<file path="src/rtl/imem_boot_pkg.sv">
// Shared states and constants for the instruction-memory boot loader.
package imem_boot_pkg;

    typedef enum logic [2:0] {
        IDLE,
        HDR_HI,
        HDR_LO,
        DATA,
        WRITE,
        CSUM,
        RUN,
        ERR
    } boot_state_e;

    localparam int HDR_BYTES      = 2;
    localparam int BYTES_PER_WORD = 4;
    localparam int RESET_WADDR    = 0;

    // An image length is usable when it is non-empty and fits the memory budget.
    function automatic logic hdr_len_ok(input logic [15:0] n, input int max_words);
        return (n != 16'd0) && (32'(n) <= 32'(max_words));
    endfunction

endpackage

</file>
<file path="src/rtl/imem_boot_loader_packer.sv">
// Big-endian byte-to-word packer: each accepted byte shifts in at the low end.
module boot_word_packer
    import imem_boot_pkg::*;
(
    input  logic        clk,
    input  logic        reset,
    input  logic        clear,
    input  logic        shift_en,
    input  logic [7:0]  byte_in,
    output logic [31:0] word,
    output logic        word_full
);

    localparam int CNT_W = $clog2(BYTES_PER_WORD);

    logic [CNT_W-1:0] byte_cnt;

    assign word_full = shift_en && (byte_cnt == CNT_W'(BYTES_PER_WORD - 1));

    always_ff @(posedge clk or negedge reset) begin
        if (!reset) begin
            word     <= '0;
            byte_cnt <= '0;
        end else if (clear) begin
            word     <= '0;
            byte_cnt <= '0;
        end else if (shift_en) begin
            word     <= {word[23:0], byte_in};
            byte_cnt <= byte_cnt + CNT_W'(1);
        end
    end

endmodule

</file>
<file path="src/rtl/imem_boot_loader.sv">
// Length-prefixed byte-stream loader that fills instruction memory and holds MIPS_SC in reset.
// Optional trailer checksum byte is enabled by defining IMEM_BOOT_CHECKSUM_EN.
//
// state  | meaning
// IDLE   | after reset, core held in reset, waiting for load_start
// HDR_HI | accept word-count high byte
// HDR_LO | accept word-count low byte, validate length
// DATA   | accept data bytes into the packer
// WRITE  | one-cycle instruction-memory write
// CSUM   | accept and compare the XOR trailer byte
// RUN    | image loaded, core released
// ERR    | load rejected, core held in reset
module imem_boot_loader
    import imem_boot_pkg::*;
#(
    parameter int ADDR_W    = 6,
    parameter int MAX_WORDS = 64
) (
    input  logic              clk,
    input  logic              reset,
    input  logic              load_start,
    input  logic              byte_valid,
    input  logic [7:0]        byte_data,
    output logic              byte_ready,
    output logic              imem_we,
    output logic [ADDR_W-1:0] imem_waddr,
    output logic [31:0]       imem_wdata,
    output logic              cpu_reset,
    output logic              busy,
    output logic              done,
    output logic              err,
    output logic [15:0]       word_count
);

    if (MAX_WORDS > (2 ** ADDR_W)) begin : g_bad_cfg
        $error("MAX_WORDS exceeds instruction memory depth");
    end

    boot_state_e       state, state_n;
    logic [7:0]        n_hi;
    logic [15:0]       n_full;
    logic [15:0]       words_left;
    logic [ADDR_W-1:0] addr;
    logic              xfer;
    logic              last_word;
    logic              hdr_ok;
    logic              pk_clear;
    logic              pk_shift;
    logic              pk_full;
    logic [31:0]       pk_word;

    assign xfer      = byte_valid && byte_ready;
    assign n_full    = {n_hi, byte_data};
    assign hdr_ok    = hdr_len_ok(n_full, MAX_WORDS);
    assign last_word = (words_left == 16'd1);
    assign pk_clear  = (state == HDR_LO) && xfer;
    assign pk_shift  = (state == DATA) && xfer;

`ifdef IMEM_BOOT_CHECKSUM_EN
    logic [7:0] csum;
    logic       csum_match;

    assign csum_match = (csum == byte_data);

    // Running XOR restarts whenever no load is in flight.
    always_ff @(posedge clk or negedge reset) begin
        if (!reset) begin
            csum <= '0;
        end else if ((state == IDLE) || (state == RUN) || (state == ERR)) begin
            csum <= '0;
        end else if (xfer && (state != CSUM)) begin
            csum <= csum ^ byte_data;
        end
    end
`endif

    boot_word_packer u_packer (
        .clk       (clk),
        .reset     (reset),
        .clear     (pk_clear),
        .shift_en  (pk_shift),
        .byte_in   (byte_data),
        .word      (pk_word),
        .word_full (pk_full)
    );

    always_ff @(posedge clk or negedge reset) begin
        if (!reset) begin
            state <= IDLE;
        end else begin
            state <= state_n;
        end
    end

    always_comb begin
        state_n = state;
        case (state)
            IDLE: begin
                if (load_start) state_n = HDR_HI;
            end
            HDR_HI: begin
                if (xfer) state_n = HDR_LO;
            end
            HDR_LO: begin
                if (xfer) state_n = hdr_ok ? DATA : ERR;
            end
            DATA: begin
                if (pk_full) state_n = WRITE;
            end
            WRITE: begin
`ifdef IMEM_BOOT_CHECKSUM_EN
                state_n = last_word ? CSUM : DATA;
`else
                state_n = last_word ? RUN : DATA;
`endif
            end
            CSUM: begin
`ifdef IMEM_BOOT_CHECKSUM_EN
                if (xfer) state_n = csum_match ? RUN : ERR;
`else
                state_n = ERR;
`endif
            end
            RUN, ERR: begin
                if (load_start) state_n = HDR_HI;
            end
            default: state_n = IDLE;
        endcase
    end

    // Length, address and count bookkeeping; words_left counts down to the last word.
    always_ff @(posedge clk or negedge reset) begin
        if (!reset) begin
            n_hi       <= '0;
            words_left <= '0;
            addr       <= ADDR_W'(RESET_WADDR);
            word_count <= '0;
        end else begin
            if ((state == HDR_HI) && xfer) begin
                n_hi <= byte_data;
            end
            if ((state == HDR_LO) && xfer && hdr_ok) begin
                words_left <= n_full;
                addr       <= ADDR_W'(RESET_WADDR);
                word_count <= '0;
            end
            if (state == WRITE) begin
                words_left <= words_left - 16'd1;
                addr       <= addr + ADDR_W'(1);
                word_count <= word_count + 16'd1;
            end
        end
    end

    // Status outputs are registered from the next state so they align with it.
    always_ff @(posedge clk or negedge reset) begin
        if (!reset) begin
            byte_ready <= 1'b0;
            imem_we    <= 1'b0;
            busy       <= 1'b0;
            done       <= 1'b0;
            err        <= 1'b0;
            cpu_reset  <= 1'b1;
        end else begin
            byte_ready <= (state_n == HDR_HI) || (state_n == HDR_LO) ||
                          (state_n == DATA)   || (state_n == CSUM);
            imem_we    <= (state_n == WRITE);
            busy       <= (state_n == HDR_HI) || (state_n == HDR_LO) ||
                          (state_n == DATA)   || (state_n == WRITE)  ||
                          (state_n == CSUM);
            done       <= (state_n == RUN);
            err        <= (state_n == ERR);
            cpu_reset  <= (state_n != RUN);
        end
    end

    assign imem_waddr = addr;
    assign imem_wdata = pk_word;

endmodule

</file>
<file path="config.mk">
export PLATFORM = sky130hd
export DESIGN_NAME = imem_boot_loader
export DESIGN_NICKNAME = d
export VERILOG_FILES = /design/src/rtl/imem_boot_pkg.sv /design/src/rtl/imem_boot_loader_packer.sv /design/src/rtl/imem_boot_loader.sv
export SDC_FILE = /design/constraint.sdc
export NUM_CORES = 1
export LEC_CHECK = 0
export ABC_AREA = 1
export CAP_MARGIN = 25
export CORE_MARGIN = 5
export CORE_UTILIZATION = 32
export CTS_CLUSTER_DIAMETER = 120
export DETAILED_ROUTE_END_ITERATION = 12
export SETUP_SLACK_MARGIN = 0.3
export SLEW_MARGIN = 5
export SYNTH_ARGS = -nofsm -noshare
export SYNTH_HDL_FRONTEND = slang
export SYNTH_SLANG_ARGS = --single-unit
</file>
<file path="constraint.sdc">
create_clock -name clk -period 1.95 [get_ports clk]
set_clock_uncertainty 0.05 [all_clocks]
set_input_delay 0.39 -clock clk [delete_from_list [all_inputs] [get_ports clk]]
set_output_delay 0.39 -clock clk [all_outputs]
set_load 0.02 [all_outputs]
</file>
## Yosys cells after proc, flatten, opt, wreduce, memory -nomap -nowiden

Index checks and enable logic that the tools add are counted.

- Register bits after elaboration: 89
- Input port bits: 12
- Output and inout port bits: 60
- Word-level logic and storage cells: 69

- $add $sub $neg: 4
- Magnitude comparators: 1
- Equal/unequal tests: 17
- Mux-type cells: 17
- Reductions and logical operators: 17

Operator list:

| cell | number |
|---|---|
| 16-bit 2-to-1 mux | 4 |
| 32-bit 2-to-1 mux | 2 |
| 3-bit == test (second input constant) | 8 |
| 3-bit 2-to-1 mux | 6 |
| 3-bit case mux with 6 select lines | 1 |
| 16-bit by 1-bit adder with 16-bit output (second input constant) | 1 |
| 16-bit by 1-bit == test with 1-bit output (second input constant) | 1 |
| 16-bit by 7-bit <= comparator with 1-bit output (second input constant) | 1 |
| 16-bit nonzero test | 1 |
| 16-bit by 1-bit subtractor with 16-bit output (second input constant) | 1 |
| 3-bit by 2-bit == test with 1-bit output (second input constant) | 4 |
| 6-bit 2-to-1 mux | 2 |
| 1-bit logical AND | 7 |
| 6-bit by 1-bit adder with 6-bit output (second input constant) | 1 |
| 3-bit by 1-bit == test with 1-bit output (second input constant) | 2 |
| 1-bit logical OR | 5 |
| 2-bit 2-to-1 mux | 2 |
| 2-bit nonzero test | 2 |
| 3-bit logical NOT | 1 |
| 3-bit inequality test (second input constant) | 1 |
| 3-bit OR reduction | 1 |
| 2-bit by 1-bit adder with 2-bit output (second input constant) | 1 |
| 2-bit == test (second input constant) | 1 |

## Logic depth before layout (Yosys ltp)

Gate-level depths: netlist of the first run.

- Depth after elaboration: 10
- Mapped depth: 11
- Depth with buffers taken out: 10

## Hierarchy

Synthesis of the first run repeated with hierarchy kept, for this count alone.

- Cells, all modules: 542
- Area total of the unflattened synthesis: 4469.3 µm²

Modules (own cells, without submodules):

| module | instances | cells each | area each (µm²) | sequential area each (µm²) |
|---|---|---|---|---|
| imem_boot_loader | 1 | 390 | 2980.4 | 1377.6 |
| boot_word_packer | 1 | 152 | 1488.9 | 850.8 |

## Least setup slack after synthesis of the first run

Ideal clock, no wire load.

- Kind: register to register
- Start point: reg word_count[0]
- End point: reg word_count[12]
- Setup time: 0.126 ns
- Data arrival time: 1.428 ns
- Required time: 1.774 ns
- Path slack: 0.346 ns
- Stages on the path, launching flop included: 9
- Path buffers: 0
- Clock period less this slack: 1.604 ns
- Path through: dfrtp_1 > ha_1 > nand2_1 > nor2_1 > nand2_1 > nor2_1 > inv_1 > o21ai_0 > a21oi_1

- Word-level cells in the longest chain between the ends: 2

RTL lines:

| element | RTL line | source |
|---|---|---|
| from (decl) | imem_boot_loader.sv:32 | `output logic [15:0] word_count` |
| from (signal assigned) | imem_boot_loader.sv:150 | `word_count <= word_count + 16'd1;` |
| 16-bit by 1-bit adder with 16-bit output | imem_boot_loader.sv:150 |  |
| 16-bit 2-to-1 mux | imem_boot_loader.sv:147 | `if (state == WRITE) begin` |

No other way between the ends.
A chain may end at the register's enable or synchronous reset.

## Final worst setup path of the first run

- Start point: reg word_count[1]
- End point: out word_count[1]

No word-level cell between the ends.

==> flow_summary.ini, run 1 <==
[routing]
wl_met1_um = 4960
drcViolationCount = 0
firstDrtPassIters = 4
wl_met2_um = 5000
wl_met3_um = 568
vias_per_cell = 4.61
wl_per_cell_um = 13.8
top_layer_used = met4
wl_um = 10700
antenna_left = 0
vias = 3577
drtIter0Drc = 238

[min_path]
min_path_type = input port to register

[clocking]
insertion_delay_ns = 0.34
cts.clk_slew.worst_paths_ns = 0.06
cts_made_buffers = 9
cts_sinks = 89
clk_path_buf_depth = 2
htree_levels = 3
cts_tree = built
cts-root-buf = clkbuf_16

[critical_path]
cp.arrival_ns = 1.25
endpoint_kind = primary output
required_ns = 1.51
worst-path-max-fanout = 4
path_class = register to primary output
cp-start-kind = register

[finish]
drive_gt1_share_pct = 15.9
final_common_cell = nand2_1
fillers = 1258
final_net_count = 615
post-route-util_pct = 44.9
syn_to_final_growth_pct = 37.3
mostFrequentLayoutCells = 102 x nand2_1, 87 x dfrtp_1, 70 x inv_1
stdcell_count = 776

[power]
p_seq_share_pct = 38.0
combPwrFrac_pct = 42.7
swShare_pct = 42.0
p_sw_mw = 3.53
powerDensity_mw_per_mm2 = 1470
peakVddDrop_mv = 0.753
p_leak_nw = 2.86
clockPowerShare_pct = 19.3
intPower_mw = 4.87

[floorplanning]
die_y_um = 124
fp-row-count = 41
ios = 72
fp.coreArea_sq_mm = 0.0127
initial_utilization_pct = 32.7
fp.dieW_um = 124
dieArea_sq_mm = 0.0153

[synth]
yosysWarningCount = 0
synth_seq_area_share_pct = 53.7
synthDistinctLibCells = 32
ys_ff_latch = 89
syn_inst = 493
syn_area_per_cell_sq_um = 8.41
syn_area_sq_mm = 0.00415
syn_nets = 510

[place]
io_buffer_count = 71
gp_congestion = 0.834
placed_cells = 745
detailed_place_hpwl_um = 7360

[timing]
rsz0062_at_grt = true
fin_crit_ns = 1.69
holdWs_ns = 0.380
relSlewSlack_pct = 66.1
final_max_slew_viol_count = 0
final.period_utilization_pct = 86.5
setup_violations = 0
max_freq_mhz = 593
tightest_slew_ns = 0.509
hold_viol_final = 0

[global_routing]
antenna_found_initial = 0
grt_pass1_wl_um = 16900
grt_max_degree = 37
grt_pass1_vias = 3525
grt_use_total_pct = 14.0
grt_overflow_total = 0

[outcome]
status = finished clean

[job]
maxCapViolations = 0
area by class of cell:
type / count / area (sq um) / share of cell area, %
timing repair buffer: 108 / 1040 / 18.3
tap: 172 / 215 / 3.78
antenna: 1 / 2.50 / 0.0439
clock buffer: 10 / 229 / 4.02
inverter: 78 / 299 / 5.25
clock inverter: 6 / 43.8 / 0.769
multi-input combinational: 312 / 1640 / 28.7
sequential: 89 / 2230 / 39.2
critical path, cell delays in order (launching register included):
cell and delay (ns):
dfrtp_1 0.44, buf_4 0.16, dlygate4sd2_1 0.31
worst paths after layout:
| path | startpoint | endpoint | slack (ns) | cells after the start |
|---|---|---|---|---|
| max in group asynchronous | reset | u_packer.word[2] | 0.73 | 3 |
| min in group asynchronous | reset | n_hi[0] | 0.52 | 2 |
| min reg2reg | u_packer.word[25] | u_packer.word[25] | 0.43 | 2 |
| max reg2reg | word_count[1] | word_count[12] | 0.34 | 8 |
| min | byte_data[3] | words_left[3] | 0.38 | 3 |
| max | word_count[1] | word_count[1] | 0.26 | 2 |
registers in the layout (all words and copies together) (netlist names):
register	count
u_packer.word	32
word_count	16
words_left	16
n_hi	8
imem_waddr	6
state	3
u_packer.byte_cnt	2
busy	1
byte_ready	1
cpu_reset	1
done	1
err	1
imem_we	1
power by group through the flow:
| stage | clock [mW] | sequential, mW | combinational, mW |
|---|---|---|---|
| floorplan | 0 | 3.74 | 1.54 |
| global placement | 0 | 3.20 | 3.67 |
| detailed placement | 0 | 3.21 | 3.74 |
| CTS | 1.66 | 3.17 | 3.40 |
| global route | 1.73 | 3.30 | 4.02 |
| finish | 1.62 | 3.19 | 3.59 |
per-layer routing:
layer / up-vias / global-route usage (%)
met3: 17 / 3.36
li1: 1808 / -
met2: 87 / 22.6
met5: - / 0
met1: 1665 / 18.0
met4: 0 / 6.16
timing repair:
item                                    4_1_cts  5_1_grt
endpoints found under the hold margin        32        0
hold buffers                                  1        0
resized for setup                            66       41
cloned                                        0        4
setup buffers                                 0        9
pin swaps                                     0       10
endpoints found under the setup margin       77       47
synthesized netlist by cell type (all sizes together):
master / instances / area (sq um)
a21oi: 16 / 80.1
a22o: 1 / 8.76
a31oi: 3 / 18.8
and2: 1 / 6.26
buf: 13 / 91.3
clkbuf: 1 / 3.75
dfrtp: 88 / 2200
dfstp: 1 / 26.3
ha: 5 / 62.6
inv: 78 / 293
mux2i: 1 / 10.0
nand2: 107 / 404
nand3: 41 / 220
nand4: 5 / 31.3
nor2: 48 / 205
nor3: 3 / 30.0
o21a: 1 / 7.51
o21ai: 53 / 265
o21bai: 1 / 7.51
o22ai: 20 / 125
o31ai: 1 / 7.51
or2: 1 / 6.26
xnor2: 2 / 17.5
xor2: 2 / 17.5
cells by family (layout without fill, tap and decap cells):
logic type	after synthesis	after routing	synth area share (%)
simple gates	206	206	21.8
buf+inv	92	202	9.35
compound gates	96	96	12.5
mux	1	1	0.241
flops	89	89	53.7
fa+ha+maj	5	5	1.51
xor+xnor	4	4	0.845
other cells	0	1	0
stage by stage:
step / instance area (sq um) / TNS (ns) / total power, mW / setup WS [ns]
2_1_floorplan: 4150 / 0 / 5.27 / 0.346
3_3_place_gp: 5190 / -1.93 / 6.86 / -0.127
3_5_place_dp: 5190 / -2.35 / 6.95 / -0.148
4_1_cts: 5410 / 0 / 8.24 / 0.296
5_1_grt: 5690 / 0 / 9.05 / 0.217
6_report: 5690 / 0 / 8.40 / 0.263
(Power assumes the default switching activity.)
==> run 2: changes to the inputs <==
--- a/config.mk
+++ b/config.mk
@@ -12,7 +12,7 @@
 export CTS_CLUSTER_DIAMETER = 120
 export DETAILED_ROUTE_END_ITERATION = 12
 export SETUP_SLACK_MARGIN = 0.3
-export SLEW_MARGIN = 5
+export SLEW_MARGIN = 20
 export SYNTH_ARGS = -nofsm -noshare
 export SYNTH_HDL_FRONTEND = slang
 export SYNTH_SLANG_ARGS = --single-unit
==> results of run 2 <==
No change in the layout: final DEF, timing and power equal those of run 1.
==> run 3: changes to the inputs <==
--- a/config.mk
+++ b/config.mk
@@ -6,11 +6,13 @@
 export NUM_CORES = 1
 export LEC_CHECK = 0
 export ABC_AREA = 1
+export ABC_CLOCK_PERIOD_IN_PS = 1950
 export CAP_MARGIN = 25
 export CORE_MARGIN = 5
 export CORE_UTILIZATION = 32
 export CTS_CLUSTER_DIAMETER = 120
 export DETAILED_ROUTE_END_ITERATION = 12
+export PLACE_DENSITY = 0.57
 export SETUP_SLACK_MARGIN = 0.3
 export SLEW_MARGIN = 20
 export SYNTH_ARGS = -nofsm -noshare
==> run 3 against run 2 <==
Combinational power is 3% lower. Worst hold slack lost 0.011 ns. Sequential power about the same. Critical path depth is 1 lower. Routed wire length shrank 2.7%. Total power is 2.0% higher. Register-to-register slack gained 0.04 ns. Highest routed layer unchanged.
==> flow_summary.ini, run 3 (same netlist as run 1, synthesis figures left out) <==
[outcome]
status = finished clean

[finish]
largest_register_ffs = 32
n_antenna_cell = 0
drive_gt1_share_pct = 15.7
largestRegisters = u_packer.word x32, word_count x16, words_left x16
mostFrequentLayoutCells = 101 x nand2_1, 85 x dfrtp_1, 68 x inv_1
syn_to_final_growth_pct = 36.3
final_common_cell = nand2_1
final_net_count = 606
post-route-util_pct = 44.6
top_register = u_packer.word

[timing]
max_freq_mhz = 627
fin_setup_tns_ns = 0
tightest_slew_ns = 0.463
fin_crit_ns = 1.60
setup_violations = 0
final.period_utilization_pct = 81.8
rsz0062_at_grt = true
final_max_slew_viol_count = 0
fin_ws_ns = 0.354
hold_viol_final = 0
relSlewSlack_pct = 69.1

[clocking]
htree_levels = 3
cts.clk_slew.worst_paths_ns = 0.07
cts-root-buf = clkbuf_16
cts_sinks = 89
insertion_delay_ns = 0.35
cts_tree = built
clk_path_buf_depth = 2
cts_made_buffers = 9

[global_routing]
antenna_found_initial = 0
grt_overflow_total = 0
grt_use_total_pct = 13.5
grt_pass1_vias = 3471
grt_pass1_wl_um = 16300
grt_max_degree = 41

[critical_path]
path_class = register to primary output
rr_worst_depth = 9
required_ns = 1.51
r2r-end = words_left[12]
crit_buf_inv = 1
endpoint_kind = primary output
cp_cell_sequence = dlygate4sd2_1
slowest_delay_ns = 0.44
worst-path-max-fanout = 7
cp.arrival_ns = 1.16
ff2ff_setup_slack_ns = 0.38
cp-start-kind = register
reg2reg_from = state[1]
cp_top_family = flip-flops
cp_slowest_cell = dfrtp_1
cp_num_cells = 1

[routing]
drtIter0Drc = 240
wl_per_cell_um = 13.7
drcViolationCount = 0
firstDrtPassIters = 4
vias = 3562
antenna_left = 0
vias_per_cell = 4.65
wl_um = 10500

[floorplanning]
fp.dieW_um = 124
die_y_um = 124
initial_utilization_pct = 32.7
fp.coreArea_sq_mm = 0.0127
ios = 72
dieArea_sq_mm = 0.0153
fp-row-count = 41

[place]
io_buffer_count = 71
place_ws_ns = -0.141
gp_congestion = 0.871
detailed_place_hpwl_um = 7230

[power]
p_leak_nw = 2.82
powerDensity_mw_per_mm2 = 1510
peakVddDrop_mv = 0.813

[min_path]
min_path_type = input port to register
min_from = byte_data[0]
hold_depth = 4
min_to = n_hi[0]

[job]
maxCapViolations = 0
## run 3: layer usage
| metal | track usage, % | share of wire (%) | wire length, um |
|---|---|---|---|
| met5 | 0 | 0 | 0 |
| met4 | 4.98 | 1.3 | 134 |
| met3 | 3.32 | 5.4 | 565 |
| met2 | 21.7 | 46 | 4840 |
| met1 | 17.5 | 47 | 4920 |
## run 3: worst max path at each step
stage | startpoint | endpoint | slack, ns
after global routing | byte_valid | done | 0.23
final | imem_waddr[2] | imem_waddr[2] | 0.35
after CTS | byte_data[5] | word_count[9] | 0.31
after detailed placement | byte_data[5] | words_left[4] | -0.14
after global placement | byte_data[5] | words_left[4] | -0.11
after floorplan | word_count[0] | word_count[12] | 0.35
## run 3: layout make-up
class	count	area, sq um
Clock buffer	9	225
Timing Repair Buffer	99	953
Clock inverter	7	100
Multi-Input combinational cell	312	1630
Fill cell	1284	7020
Inverter	78	299
Sequential cell	89	2230
Tap cell	172	215
## run 3: power by group
group	switching, mW	leakage [nW]	internal (mW)
Clock	0.772	0.161	1.14
Sequential	0.572	1.10	2.61
Combinational	2.14	1.57	1.32
Total	3.49	2.82	5.07
## run 3: metrics by stage
step	instance area, sq um	hold WS, ns	cells	power (mW)
2_1_floorplan	4150	0.0444	493	5.27
6_report	5650	0.369	766	8.56
5_1_grt	5650	0.414	766	9.20
4_1_cts	5440	0.435	759	8.51
3_3_place_gp	5160	0.332	742	6.84
3_5_place_dp	5160	0.336	742	6.92
## run 3: worst min-delay path: stages
cell and delay (ns):
dlymetal6s2s_1 0.11, buf_4 0.13, nand2_1 0.04, o21ai_0 0.05
## run 3: repair_timing
| action | CTS | global route |
|---|---|---|
| cloned | 0 | 4 |
| hold buffers | 1 | 0 |
| pin swaps | 0 | 13 |
| setup buffers | 0 | 3 |
| setup endpoints to repair | 91 | 48 |
| endpoints found under the hold margin | 34 | 0 |
| gates resized for setup | 66 | 47 |
